### src/rtl/seq_pkg.sv
// Shared definitions for the a[n] = a[n-2] + a[n-3] sequence generator/checker pair.
// Seed defaults live here so both ends of a link agree on the stream start.
package seq_pkg;

  typedef enum logic [1:0] {
    SEED,
    CHECK,
    HALT
  } seq_chk_state_e;

  localparam int unsigned NumSeeds = 3;
  localparam int unsigned DefSeed0 = 0;
  localparam int unsigned DefSeed1 = 1;
  localparam int unsigned DefSeed2 = 1;

endpackage

### src/rtl/seq_hist_reg.sv
// Three-deep sample history with the a[n-2] + a[n-3] adder; usable as a generator core by
// feeding sum_o back into din_i.
module seq_hist_reg
  import seq_pkg::*;
#(
  parameter int unsigned DataBus = 32
) (
  input  logic               clk,
  input  logic               reset_n,
  input  logic               clear_i,
  input  logic               shift_i,
  input  logic [DataBus-1:0] din_i,
  output logic [DataBus-1:0] sum_o
);

  logic [DataBus-1:0] h1_q, h2_q, h3_q;
  logic [DataBus-1:0] h1_d, h2_d, h3_d;

  always_comb begin
    h1_d = h1_q;
    h2_d = h2_q;
    h3_d = h3_q;
    if (clear_i) begin
      h1_d = '0;
      h2_d = '0;
      h3_d = '0;
    end else if (shift_i) begin
      h3_d = h2_q;
      h2_d = h1_q;
      h1_d = din_i;
    end
  end

  always_ff @(posedge clk or negedge reset_n) begin
    if (!reset_n) begin
      h1_q <= '0;
      h2_q <= '0;
      h3_q <= '0;
    end else begin
      h1_q <= h1_d;
      h2_q <= h2_d;
      h3_q <= h3_d;
    end
  end

  // Carry out is dropped: the recurrence wraps modulo 2^DataBus.
  assign sum_o = h2_q + h3_q;

endmodule

### config.mk
export PLATFORM = sky130hd
export DESIGN_NAME = seq_hist_reg
export DESIGN_NICKNAME = d
export VERILOG_FILES = /design/src/rtl/seq_pkg.sv /design/src/rtl/seq_hist_reg.sv
export SDC_FILE = /design/constraint.sdc
export NUM_CORES = 1
export LEC_CHECK = 0
export CORE_ASPECT_RATIO = 0.5
export CORE_UTILIZATION = 45
export CTS_CLUSTER_SIZE = 40
export DETAILED_ROUTE_END_ITERATION = 16
export PLACE_DENSITY = 0.78
export SKIP_CTS_REPAIR_TIMING = 1
export SKIP_LAST_GASP = 1
export SYNTH_ARGS = -nofsm -noshare
export SYNTH_HDL_FRONTEND = slang
export SYNTH_SLANG_ARGS = --single-unit
### constraint.sdc
create_clock -name clk -period 6.26 [get_ports clk]
set_input_delay 1.565 -clock clk [delete_from_list [all_inputs] [get_ports clk]]
set_output_delay 1.565 -clock clk [all_outputs]
set_load 0.03 [all_outputs]
After elaboration in Yosys (flattened, before gate mapping)
Cells that the tools add are included.

word-level totals
  flip-flop bits (word level) = 96
  output and inout bits = 32

operators by class
  $add $sub $neg = 1
  muxes and demuxes = 6
  reduce and logical (&&, ||, !) cells = 1

operators with widths
  operator            count
  2-to-1 mux 32 bit   6
  adder 32 bit        1
  nonzero test 2 bit  1

Depth between registers and ports, before layout
Gate-level depths: netlist of the first run.

  depth after elaboration = 2
  depth in mapped cells = 9
  depth with buffers taken out = 9

Worst setup path before layout of the first run
Ideal clock, no wire load.

  path kind = reg2out
  from = register h2_q[0]
  to = output sum_o[26]
  arrival = 2,824 ps
  required time = 4,695 ps
  slack = 1,871 ps
  stages on the path, launching flop included = 9
  cells stage by stage = dfrtp_1 -> ha_1 -> fa_1 -> a21o_1 -> a221oi_4 -> o211ai_2 -> a311oi_2 -> nor2_1 -> a311oi_1

on the way
  cells in the longest elaborated chain, start to end = 1

ends and longest elaborated chain
  element                 line                source
  start, declared         seq_hist_reg.sv:16  logic [DataBus-1:0] h1_q, h2_q, h3_q;
  start signal, assigned  seq_hist_reg.sv:37  h2_q <= '0;
  start signal, assigned  seq_hist_reg.sv:41  h2_q <= h2_d;
  adder 32 bit            seq_hist_reg.sv:47  assign sum_o = h2_q + h3_q;
  end, declared           seq_hist_reg.sv:13  output logic [DataBus-1:0] sum_o

Every way passes these cells.

Worst setup path in the final report of the first run
  from = register h2_q[0]
  to = output sum_o[16]

Same word-level chain as after synthesis.

==> flow_summary.ini, run 1 <==
[outcome]
outcome = finished, final reports clean

[die]
fp.coreArea_mm2 = 0.01188
rows = 28
start_util = 0.4650
die_h_um = 80.34
design.die.area_mm2 = 0.01275
die_x_um = 158.7
ios = 68

[drt]
num_vias = 4103
drt_wl_total_mm = 11.43
drcViolationCount = 0
drt_iter0_drc = 293
ant_nets = 0
firstDrtPassIters = 4
avgRoutedWirePerCell_um = 14.96
vias_per_cell = 5.370

[setup_path]
crit_path_end_kind = output pin
worstPathMaxFanout = 4
regToRegSetupSlack_ns = 5.45
crit_type = reg2out
path_cells = ha_1 > fa_1 > a21o_1 > a221oi_4 > o211ai_2 > a31o_2 > nor2b_4 > a311oi_2 > xnor2_1 > clkdlybuf4s50_1
arrival_ns = 3.77
cp_slowest_cell = clkdlybuf4s50_1
worstSetupStartpointType = flop
cpPeakStageDelay_ns = 0.70
required_ns = 4.70

[timing]
rsz0062_at_grt = no
clock_skew_ns = 0.006853
hold_viol = 0
fin_crit_sh = 0.8524
final.min_clock_period_ns = 5.336
setup_viol_count_final = 0
max-slew-margin-rel = 0.2736
max_freq_ghz = 0.1874
tns_ns = 0
report.final.slew_viol_count = 0
tightest_slew_ns = 1.090

[yosys]
synth_flop_cell = dfrtp_1
synth_warnings = 0
ys_ff_latch = 96
synth_edf_count = 0
netlist_instances = 546
ys_top_cells_by_count = nor2_1, dfrtp_1, mux2i_1
synthesis.area_mm2 = 0.005523
yosys.area.top_type = dfrtp_1
async_flop_share = 1.000
yosysTopAreaCellShare = 0.4350
yosysSeqAreaShare = 0.4350
ys_types = 53
yosysMostFrequentCell = nor2_1
synth_nets = 614
yosys-top-cells-area = dfrtp_1, mux2i_1, nor2_1
avgSynthCellArea_um2 = 10.12

[clocking]
cts-root-buf = clkbuf_16
clk_pin_slew_ns = 0.07
clock_latency_ns = 0.35
cts_tree = yes
numCtsBuffers = 9
cts_buffer_depth = 2
cts.sinks = 96
cts-htree-levels = 3

[finish]
fin_nets = 662
drive_above_1_share = 0.05342
final_util = 0.5553
antenna_cells = 0
area_growth_pct = 19.42

[place]
io_buffers = 67
hpwl_mm = 8.015
gp_congestion = 0.8549

[global_route]
grt.total_usage = 0.1929
grt_pass1_wl_mm = 19.15
antenna_found_initial = 0
grt_max_degree = 75
grt_pass1_vias = 3895
grt_overflow = 0

[hold_path]
hold_class = reg2reg

[power_and_ir_drop]
power.leakage_nw = 3.316
powerDensity_mw_per_mm2 = 214.2
ir_worst_vdd_uv = 127.3

[job]
cap_violations = 0
[power breakdown]
group          leakage [nW]  switching, mW  internal, mW
Combinational          1.85          0.102        0.0798
Clock                 0.156          0.240         0.334
Sequential             1.31         0.0144         0.642
Total                  3.32          0.357          1.06
[metrics by stage]
stage / total power [mW] / instances / worst slack (ns) / hold slack (ns) / area, µm²
6_report: 1.412 / 764 / 0.9242 / 0.5242 / 6595
4_1_cts: 1.428 / 764 / 0.9230 / 0.5279 / 6595
5_1_grt: 1.469 / 764 / 0.7843 / 0.5494 / 6595
3_5_place_dp: 0.8513 / 748 / 1.311 / 0.5118 / 6277
3_3_place_gp: 0.8477 / 748 / 1.401 / 0.5020 / 6277
2_1_floorplan: 0.7768 / 546 / 1.871 / 0.4861 / 5523
[worst max-delay path, delay by kind of cell (launching register included)]
family / cells / cell delay (ns)
DFF: 1 / 0.39
adders and majority gates: 2 / 0.66
xor gates and xnor gates: 1 / 0.17
buffers and inverters: 1 / 0.70
AOI/OAI and AO/OA: 5 / 1.37
and+or+nand+nor: 1 / 0.13
[logic make-up (layout without fill, tap and decap cells)]
kind of cell	Yosys count	after routing	share of synthesized area
AOI/OAI and AO/OA	90	90	0.1178
xor gates and xnor gates	30	30	0.04758
adders and majority gates	32	32	0.07386
buffers and inverters	40	93	0.02923
DFF	96	96	0.4350
muxes	96	96	0.1740
and+or+nand+nor	162	162	0.1226
[final cells by class]
| cell class | count | area (µm²) |
|---|---|---|
| multi-input combinational | 410 | 2959 |
| fill | 1004 | 5281 |
| clock inverter | 5 | 65.06 |
| timing repair buffer | 70 | 683.2 |
| tap | 165 | 206.4 |
| inverter | 7 | 26.28 |
| sequential | 96 | 2402 |
| clock buffer | 11 | 252.7 |
[layout by cell type, fill, tap and decap left out, types with 2 or more instances in the layout]
cell type | synthesis | final
nor2_1 | 116 | 116
mux2i_1 | 96 | 96
dfrtp_1 | 96 | 96
clkdlybuf4s50_1 | 0 | 64
ha_1 | 31 | 31
a21oi_1 | 26 | 26
nand2_1 | 19 | 19
xnor2_1 | 18 | 18
o21ai_0 | 13 | 13
xor2_1 | 12 | 12
a21o_1 | 11 | 11
clkbuf_16 | 0 | 9
inv_1 | 7 | 7
nand3_1 | 6 | 6
nand4_1 | 5 | 5
buf_4 | 0 | 5
nor3_1 | 4 | 4
and3_1 | 4 | 4
a31oi_1 | 4 | 4
clkinv_4 | 0 | 4
o21a_1 | 3 | 3
o21bai_1 | 3 | 3
a31o_2 | 2 | 2
and4_1 | 2 | 2
nor2b_1 | 2 | 2
and2_1 | 2 | 2
o31ai_1 | 2 | 2
a211oi_1 | 2 | 2
a311oi_2 | 2 | 2
a211o_1 | 2 | 2
a311oi_1 | 2 | 2
clkbuf_8 | 0 | 2
[flip-flops by register name, summed over array words and instances, names as in the netlist]
signal / flops
h3_q: 32
h2_q: 32
h1_q: 32
[path summary, 6_finish.rpt]
path / from / end / depth (start not counted)
max: h2_q[0]$_DFFE_PN0P_ / sum_o[16] / 10
min: h1_q[6]$_DFFE_PN0P_ / h2_q[6]$_DFFE_PN0P_ / 2
max reg2reg: h2_q[1]$_DFFE_PN0P_ / h3_q[1]$_DFFE_PN0P_ / 2
min reg2reg: h1_q[6]$_DFFE_PN0P_ / h2_q[6]$_DFFE_PN0P_ / 2
max in group asynchronous: reset_n / h3_q[10]$_DFFE_PN0P_ / 2
min in group asynchronous: reset_n / h1_q[25]$_DFFE_PN0P_ / 1
[routing by layer]
| layer | track usage | up-vias | wire (µm) |
|---|---|---|---|
| met2 | 0.2978 | 60 | 5225 |
| met4 | 0.05481 | 0 | 176 |
| met5 | 0 | - | 0 |
| met3 | 0.04101 | 14 | 425 |
| met1 | 0.2722 | 2015 | 5606 |
| li1 | - | 2014 | - |
Note: power is estimated with default switching activity, not from simulation.
==> run 2: changes to the inputs <==
- DONT_BUFFER_PORTS: not set -> 1
- PLACE_DENSITY: 0.78 -> 0.71
- REMOVE_ABC_BUFFERS: not set -> 1
==> run 2 against run 1 <==
Effect of this change: clock skew down 0.0031 ns; critical endpoint is now sum_o[26]; critical path type unchanged; sequential share of layout area up 4.1 points; power down 3.6%; largest cell class unchanged; die area unchanged; non-clock buffer count down 70; highest routed layer unchanged.
==> flow_summary.ini, run 2 (synthesized netlist as in run 1, its figures left out) <==
[place]
hpwl_mm = 7.208
dp.cells = 678
gp_congestion = 0.8257
io_buffers = 0
place_ws_ns = 1.531

[timing]
max-slew-margin-rel = 0.2315
fin_ws_ns = 1.153
final.min_clock_period_ns = 5.107
max_freq_ghz = 0.1958
clock_skew_ns = 0.003785
rsz0062_at_grt = no
hold_viol = 0
fin_crit_sh = 0.8158
tightest_slew_ns = 1.145
tns_ns = 0
report.final.slew_viol_count = 0
setup_viol_count_final = 0

[power_and_ir_drop]
power.leakage_nw = 3.055
powerDensity_mw_per_mm2 = 229.7
power_frac_comb = 0.074
swShare = 0.2234
p_int_mw = 1.057
p_clk_frac = 0.444
switchingPower_mw = 0.3040
ir_worst_vdd_uv = 119.8
seqPwrFrac = 0.482

[setup_path]
r2r_start = h2_q[1]$_DFFE_PN0P_
critPathBufInv = 0
path_cells = ha_1 > fa_1 > a21o_1 > a221oi_4 > o211ai_2 > a311oi_2 > nor2_1 > a311oi_1
arrival_ns = 3.54
cpPeakStageDelay_ns = 0.94
crit_type = reg2out
worstSetupStartpointType = flop
cp_top_family = compound AO/OA/AOI/OAI gates
crit_path_end_kind = output pin
regToRegSetupSlack_ns = 5.52
rr_endpoint = h3_q[1]$_DFFE_PN0P_
worstPathMaxFanout = 4
cp_slowest_cell = a311oi_1
required_ns = 4.70
r2r_cells = 2

[die]
design.die.area_mm2 = 0.01275
start_util = 0.4650
rows = 28
fp.coreArea_mm2 = 0.01188
die_h_um = 80.34
ios = 68
die_x_um = 158.7

[global_route]
grt_pass1_vias = 3558
grt.total_usage = 0.1770
grt_pass1_wl_mm = 17.75
grt_max_degree = 97
antenna_found_initial = 0
grt_overflow = 0

[clocking]
clock_latency_ns = 0.34
cts_buffer_depth = 2
cts.sinks = 96
cts-htree-levels = 3
cts_tree = yes
numCtsBuffers = 9
cts-root-buf = clkbuf_16
clk_pin_slew_ns = 0.07

[finish]
antenna_cells = 0
fin_nets = 592
drive_above_1_share = 0.04726
reg_top3 = h1_q: 32 flops, h2_q: 32 flops, h3_q: 32 flops
final_util = 0.4991
area_growth_pct = 7.318
final_common_cell = nor2_1
final_cell_mix = nor2_1, mux2i_1, dfrtp_1
instances_no_fill = 694

[drt]
ant_nets = 0
drt_wl_total_mm = 10.71
drcViolationCount = 0
avgRoutedWirePerCell_um = 15.43
firstDrtPassIters = 4
drt_iter0_drc = 214
vias_per_cell = 5.382
num_vias = 3735

[hold_path]
hold_class = reg2reg
hold_start = h1_q[26]$_DFFE_PN0P_
min_delay_worst_endpoint = h1_q[26]$_DFFE_PN0P_
min_path_cells = 2

[outcome]
outcome = finished, final reports clean

[job]
cap_violations = 0
## run 2: worst max path at each step
stage / start / cells past startpoint / endpoint
finish: h2_q[0]$_DFFE_PN0P_ / 8 / sum_o[26]
global route: h2_q[0]$_DFFE_PN0P_ / 8 / sum_o[26]
CTS: h2_q[0]$_DFFE_PN0P_ / 8 / sum_o[26]
detailed placement: h2_q[0]$_DFFE_PN0P_ / 8 / sum_o[26]
global placement: h2_q[0]$_DFFE_PN0P_ / 8 / sum_o[26]
floorplan: h2_q[0]$_DFFE_PN0P_ / 8 / sum_o[26]
## run 2: worst reg2reg max path, cell delays in order (launching register included)
cell	delay [ns]
dfrtp_1	0.43
mux2i_1	0.15
nor2_1	0.05
## run 2: stage by stage
step / total power, mW / hold WS, ns / instance area [µm²]
CTS: 1.376 / 0.5258 / 5927
finish: 1.361 / 0.5219 / 5927
global placement: 0.7672 / 0.4997 / 5594
detailed placement: 0.7698 / 0.5095 / 5594
global route: 1.408 / 0.5390 / 5927
floorplan: 0.7545 / 0.4859 / 5388
## run 2: cell type report
class | instances | area, µm²
Fill cell | 1103 | 5949
Multi-Input combinational cell | 410 | 2959
Sequential cell | 96 | 2402
Clock buffer | 12 | 256.5
Tap cell | 165 | 206.4
Clock inverter | 4 | 76.32
Inverter | 7 | 26.28
## run 2: power by group through the flow
stage | clock network, mW | registers [mW] | logic (mW)
2_1_floorplan | 0 | 0.664 | 0.0907
3_3_place_gp | 0 | 0.667 | 0.100
3_5_place_dp | 0 | 0.668 | 0.102
4_1_cts | 0.617 | 0.656 | 0.102
5_1_grt | 0.638 | 0.659 | 0.111
6_report | 0.604 | 0.656 | 0.101
## run 2: metal layers
| metal | part of all wire | GRT usage | up-vias |
|---|---|---|---|
| met2 | 0.43 | 0.2632 | 48 |
| met5 | 0 | 0 | - |
| met3 | 0.039 | 0.05343 | 4 |
| met4 | 0.0059 | 0.04423 | 0 |
| li1 | - | - | 1880 |
| met1 | 0.52 | 0.2493 | 1803 |
==> run 3: changes to the inputs <==
- clock period: 6.26 -> 4.78 ns (I/O delays scaled with it)
==> run 3 against run 2 <==
Effect of this change: via count rose by 0.91%; power rose by 26%; hold slack got worse by 0.0045 ns; wire length rose by 0.92%; clock power rose by 20%; critical path type unchanged; first-iteration DRC count rose by 8.9%; die area did not move; clock-buffer cell count fell by 1; worst setup slack got worse by 0.82 ns; critical path depth rose by 1; cell area fell by 0.23%.
==> flow_summary.ini, run 3 (synthesized netlist as in run 1, its figures left out) <==
[global_route]
met3_usage = 0.04965
grt_pass1_vias = 3475
met2_usage = 0.2684
antenna_found_initial = 0
grt_max_degree = 97
grt_pass1_wl_mm = 17.68
grt_overflow = 0
busiest_layer = met2
met1_usage = 0.2511
grt.total_usage = 0.1795

[clocking]
cts-root-buf = clkbuf_16
cts.sinks = 96
cts_buffer_depth = 2
numCtsBuffers = 9
cts-htree-levels = 3
clock_latency_ns = 0.34
cts_tree = yes
clk_pin_slew_ns = 0.07

[die]
rows = 28
ios = 68
start_util = 0.4650
die_x_um = 158.7
die_h_um = 80.34
fp.coreArea_mm2 = 0.01188
design.die.area_mm2 = 0.01275

[timing]
rsz0062_at_grt = no
tns_ns = 0
tightest_slew_ns = 0.8043
setup_viol_count_final = 0
fin_ws_ns = 0.3318
clock_skew_ns = 0.005701
max_freq_ghz = 0.2248
final.min_clock_period_ns = 4.448
max-slew-margin-rel = 0.4599
report.final.slew_viol_count = 0
hold_viol = 0
fin_crit_sh = 0.9306

[hold_path]
min_path_cells = 2
min_delay_worst_endpoint = h1_q[30]$_DFFE_PN0P_
hold_start = h1_q[30]$_DFFE_PN0P_
hold_class = reg2reg

[drt]
drt_wl_total_mm = 10.80
avgRoutedWirePerCell_um = 15.50
drt_iter0_drc = 233
vias_per_cell = 5.407
firstDrtPassIters = 4
drcViolationCount = 0
num_vias = 3769
ant_nets = 0

[job]
cap_violations = 0

[finish]
antenna_cells = 0
final_cell_mix = nor2_1, mux2i_1, dfrtp_1
fillers = 1090
drive_above_1_share = 0.05075
fin_nets = 595
final_common_cell = nor2_1
reg_top3 = h1_q: 32 flops, h2_q: 32 flops, h3_q: 32 flops
area_growth_pct = 7.068

[setup_path]
r2r_cells = 2
regToRegSetupSlack_ns = 4.04
r2r_start = h2_q[1]$_DFFE_PN0P_
worstSetupStartpointType = flop
crit_path_end_kind = output pin
required_ns = 3.59
rr_endpoint = h3_q[1]$_DFFE_PN0P_
crit_type = reg2out
arrival_ns = 3.25
worstPathMaxFanout = 4

[power_and_ir_drop]
power.leakage_nw = 3.052
powerDensity_mw_per_mm2 = 290.5
ir_worst_vdd_uv = 137.9

[place]
io_buffers = 0
place_ws_ns = 0.7171
hpwl_mm = 7.308
gp_congestion = 0.8393

[outcome]
outcome = finished, final reports clean
## run 3: worst max-delay path by stage
stage                        start   endpoint
2_1_floorplan  h2_q[0]$_DFFE_PN0P_  sum_o[26]
3_3_place_gp   h2_q[0]$_DFFE_PN0P_  sum_o[16]
3_5_place_dp   h2_q[0]$_DFFE_PN0P_  sum_o[16]
4_1_cts        h2_q[0]$_DFFE_PN0P_  sum_o[16]
5_1_grt        h2_q[0]$_DFFE_PN0P_  sum_o[24]
6_report       h2_q[0]$_DFFE_PN0P_  sum_o[16]
## run 3: critical path, cell delays in order (launching register included)
cell and delay [ns]:
dfrtp_1 0.39, ha_1 0.24, fa_1 0.41, a21o_1 0.24, a221oi_4 0.31, o211ai_2 0.20
a31o_2 0.31, nor2b_4 0.13, a311oi_2 0.28, xnor2_1 0.39
## run 3: metal layers
layer | vias up | share of wire
met1 | 1815 | 0.49
met2 | 58 | 0.46
met4 | 0 | 0.0094
met3 | 8 | 0.039
met5 | - | 0
li1 | 1888 | -
## run 3: layout make-up
cell class | instances | area, µm² | share of cell area
flip-flops and latches | 96 | 2402 | 0.4063
repair buffers | 3 | 22.52 | 0.003809
inverters | 7 | 26.28 | 0.004444
well taps | 165 | 206.4 | 0.03491
multi-input cells | 410 | 2959 | 0.5004
clock inverters | 5 | 63.81 | 0.01079
clock buffers | 11 | 232.7 | 0.03936
## run 3: where the power goes
part | internal (mW) | switching (mW) | leakage (nW)
Combinational | 0.0571 | 0.0773 | 1.60
Clock | 0.411 | 0.313 | 0.141
Sequential | 0.841 | 0.0192 | 1.31
Total | 1.31 | 0.409 | 3.05
## run 3: metrics by stage
step / power (mW) / hold slack, ns / area (µm²) / instances / util
finish: 1.718 / 0.5174 / 5913 / 697 / 0.4979
detailed placement: 1.010 / 0.5077 / 5617 / 681 / 0.4729
global route: 1.786 / 0.5194 / 5913 / 697 / 0.4979
global placement: 1.007 / 0.4999 / 5617 / 681 / 0.4729
floorplan: 0.9881 / 0.4859 / 5388 / 513 / -
CTS: 1.745 / 0.5246 / 5913 / 697 / 0.4979
==> patch (flow settings as in run 3) <==
The parameter `DataBus` goes from 32 to 64.
--- a/src/rtl/seq_hist_reg.sv
+++ b/src/rtl/seq_hist_reg.sv
@@ -4,5 +4,5 @@
   import seq_pkg::*;
 #(
-  parameter int unsigned DataBus = 32
+  parameter int unsigned DataBus = 64
 ) (
   input  logic               clk,
Ports: changed (resized din_i and sum_o); port bits go from 68 to 132. No check against the original RTL was run, so the function may have changed too.
==> patch against run 3 <==
Power grew 110%. Largest cell class unchanged. Sequential power is 100% higher. Area after synthesis grew 110%. Cell area grew 110%. Critical path type unchanged. Worst hold slack worse by 0.083 ns. Worst setup slack got worse by 0.25 ns. Sequential cell count up 96. Via count is 130% higher. Wire length rose by 150%.
==> patch: results (changes against run 3) <==
status completed (unchanged); Iter 0 DRT Violations 691 (was 233); GR Util All Layers 21.1% (was 18.0%); Mapped Cells 1,184 (was 546); CP Max Fanout 8 (was 4); Worst-Margin Slew 0.942 ns (was 0.804 ns); via count 8,489 (was 3,769); Final Skew 0.00766 ns (was 0.00570 ns); ranking of synthesized cells by area dfrtp_1, mux2i_1, nor2_1, ha_1, a21oi_1 (was dfrtp_1, mux2i_1, nor2_1, ha_1, xnor2_1); NumNets Final 1,304 (was 595); critical path arrival 3.50 ns (was 3.25 ns); Routability Congestion 0.944 (was 0.839); worst vdd ir 0.274 mV (was 0.138 mV); Post-Place Cells 1,489 (was 681); post-placement cell area 11,800 µm² (was 5620 µm²); drt first pass iters 5 (was 4); Netlist cell types 62 (was 53); last element of the critical path sum_o[62] (was sum_o[16]); final WL 26,500 µm (was 10,800 µm); insertion delay to the later sink of the worst-skew pair 0.45 ns (was 0.34 ns); Filler Cell Count 2,252 (was 1,090); layout cells sized above 1 8.62% (was 5.08%); reg-to-reg slack, setup 4.00 ns (was 4.04 ns); P_leak 6.36 nW (was 3.05 nW); vias per inst 5.59 (was 5.41); first-pass GRT wire length 43,000 µm (was 17,700 µm); Num CTS Buffers 17 (was 9); synthesis warning total 0 (unchanged); Post-synth top cells nor2_1, dfrtp_1, mux2i_1 (unchanged); vias in the first global route 8,187 (was 3,475); worst r2r dst h3_q[51] (was h3_q[1]); post-synth top area share 42.2% (was 43.5%); sequential fraction of the synthesis area 42.2% (was 43.5%); hold crit path type input pin to asynchronous set/reset pin (was register to register); H-tree Lvls 4 (was 3); crit path launch h2_q[29] (was h2_q[0]); post-layout min period 4.70 ns (was 4.45 ns); RR Startpoint h2_q[51] (was h2_q[1]); post-detail-place hpwl 18,500 µm (was 7310 µm); Regs by FF count h1_q x64, h2_q x64, h3_q x64 (was h1_q x32, h2_q x32, h3_q x32); Setup WS pre-CTS 0.380 ns (was 0.717 ns)
patch: how the worst min path moves through the flow:
stage | to | cells past startpoint
after global routing | h1_q[6] | 0
final | h1_q[7] | 0
after global placement | h2_q[46] | 2
after CTS | h3_q[2] | 0
after detailed placement | h2_q[31] | 2
after floorplan | h1_q[0] | 2
patch: routing by layer:
metal | GRT usage [%] | wire length [µm] | share of wire (%) | vias up
li1 | - | - | - | 4134
met1 | 29.9 | 12900 | 48 | 4147
met2 | 30.6 | 11700 | 44 | 173
met3 | 6.39 | 1450 | 5.5 | 35
met4 | 6.85 | 572 | 2.2 | 0
met5 | 0 | 0 | 0 | -
patch: worst max-delay path, cell delays in order, from the launching register on:
cell and delay, ns:
dfrtp_1 0.40, ha_1 0.47, nand4_1 0.14, nor4_1 0.47
nand3_1 0.14, o31a_1 0.29, nand3_1 0.14, a21oi_2 0.10
o31a_1 0.39, o21ai_1 0.17, xor2_1 0.17, buf_4 0.18
patch: cell families (layout without fill, tap and decap cells):
logic type      count (synthesis)  count (layout)  synth area share (%)
mux                           192             192                  16.9
compound gates                218             218                  12.1
fa+ha+maj                      64              64                  7.09
xor+xnor                       59              59                  4.53
buf+inv                        83              82                  2.80
simple gates                  376             376                  14.5
flops                         192             192                  42.2
patch: area by class of cell:
cell class / instances / area, µm² / area share [%]
Clock buffer: 21 / 460 / 3.66
Timing Repair Buffer: 36 / 270 / 2.15
Multi-Input combinational cell: 909 / 6390 / 50.9
Tap cell: 336 / 420 / 3.35
Clock inverter: 9 / 158 / 1.25
Inverter: 16 / 60.1 / 0.478
Sequential cell: 192 / 4800 / 38.2
patch: report_power, final:
part / internal [mW] / leakage [nW] / switching, mW
Combinational: 0.133 / 3.45 / 0.171
Sequential: 1.68 / 2.62 / 0.0406
Clock: 0.899 / 0.296 / 0.623
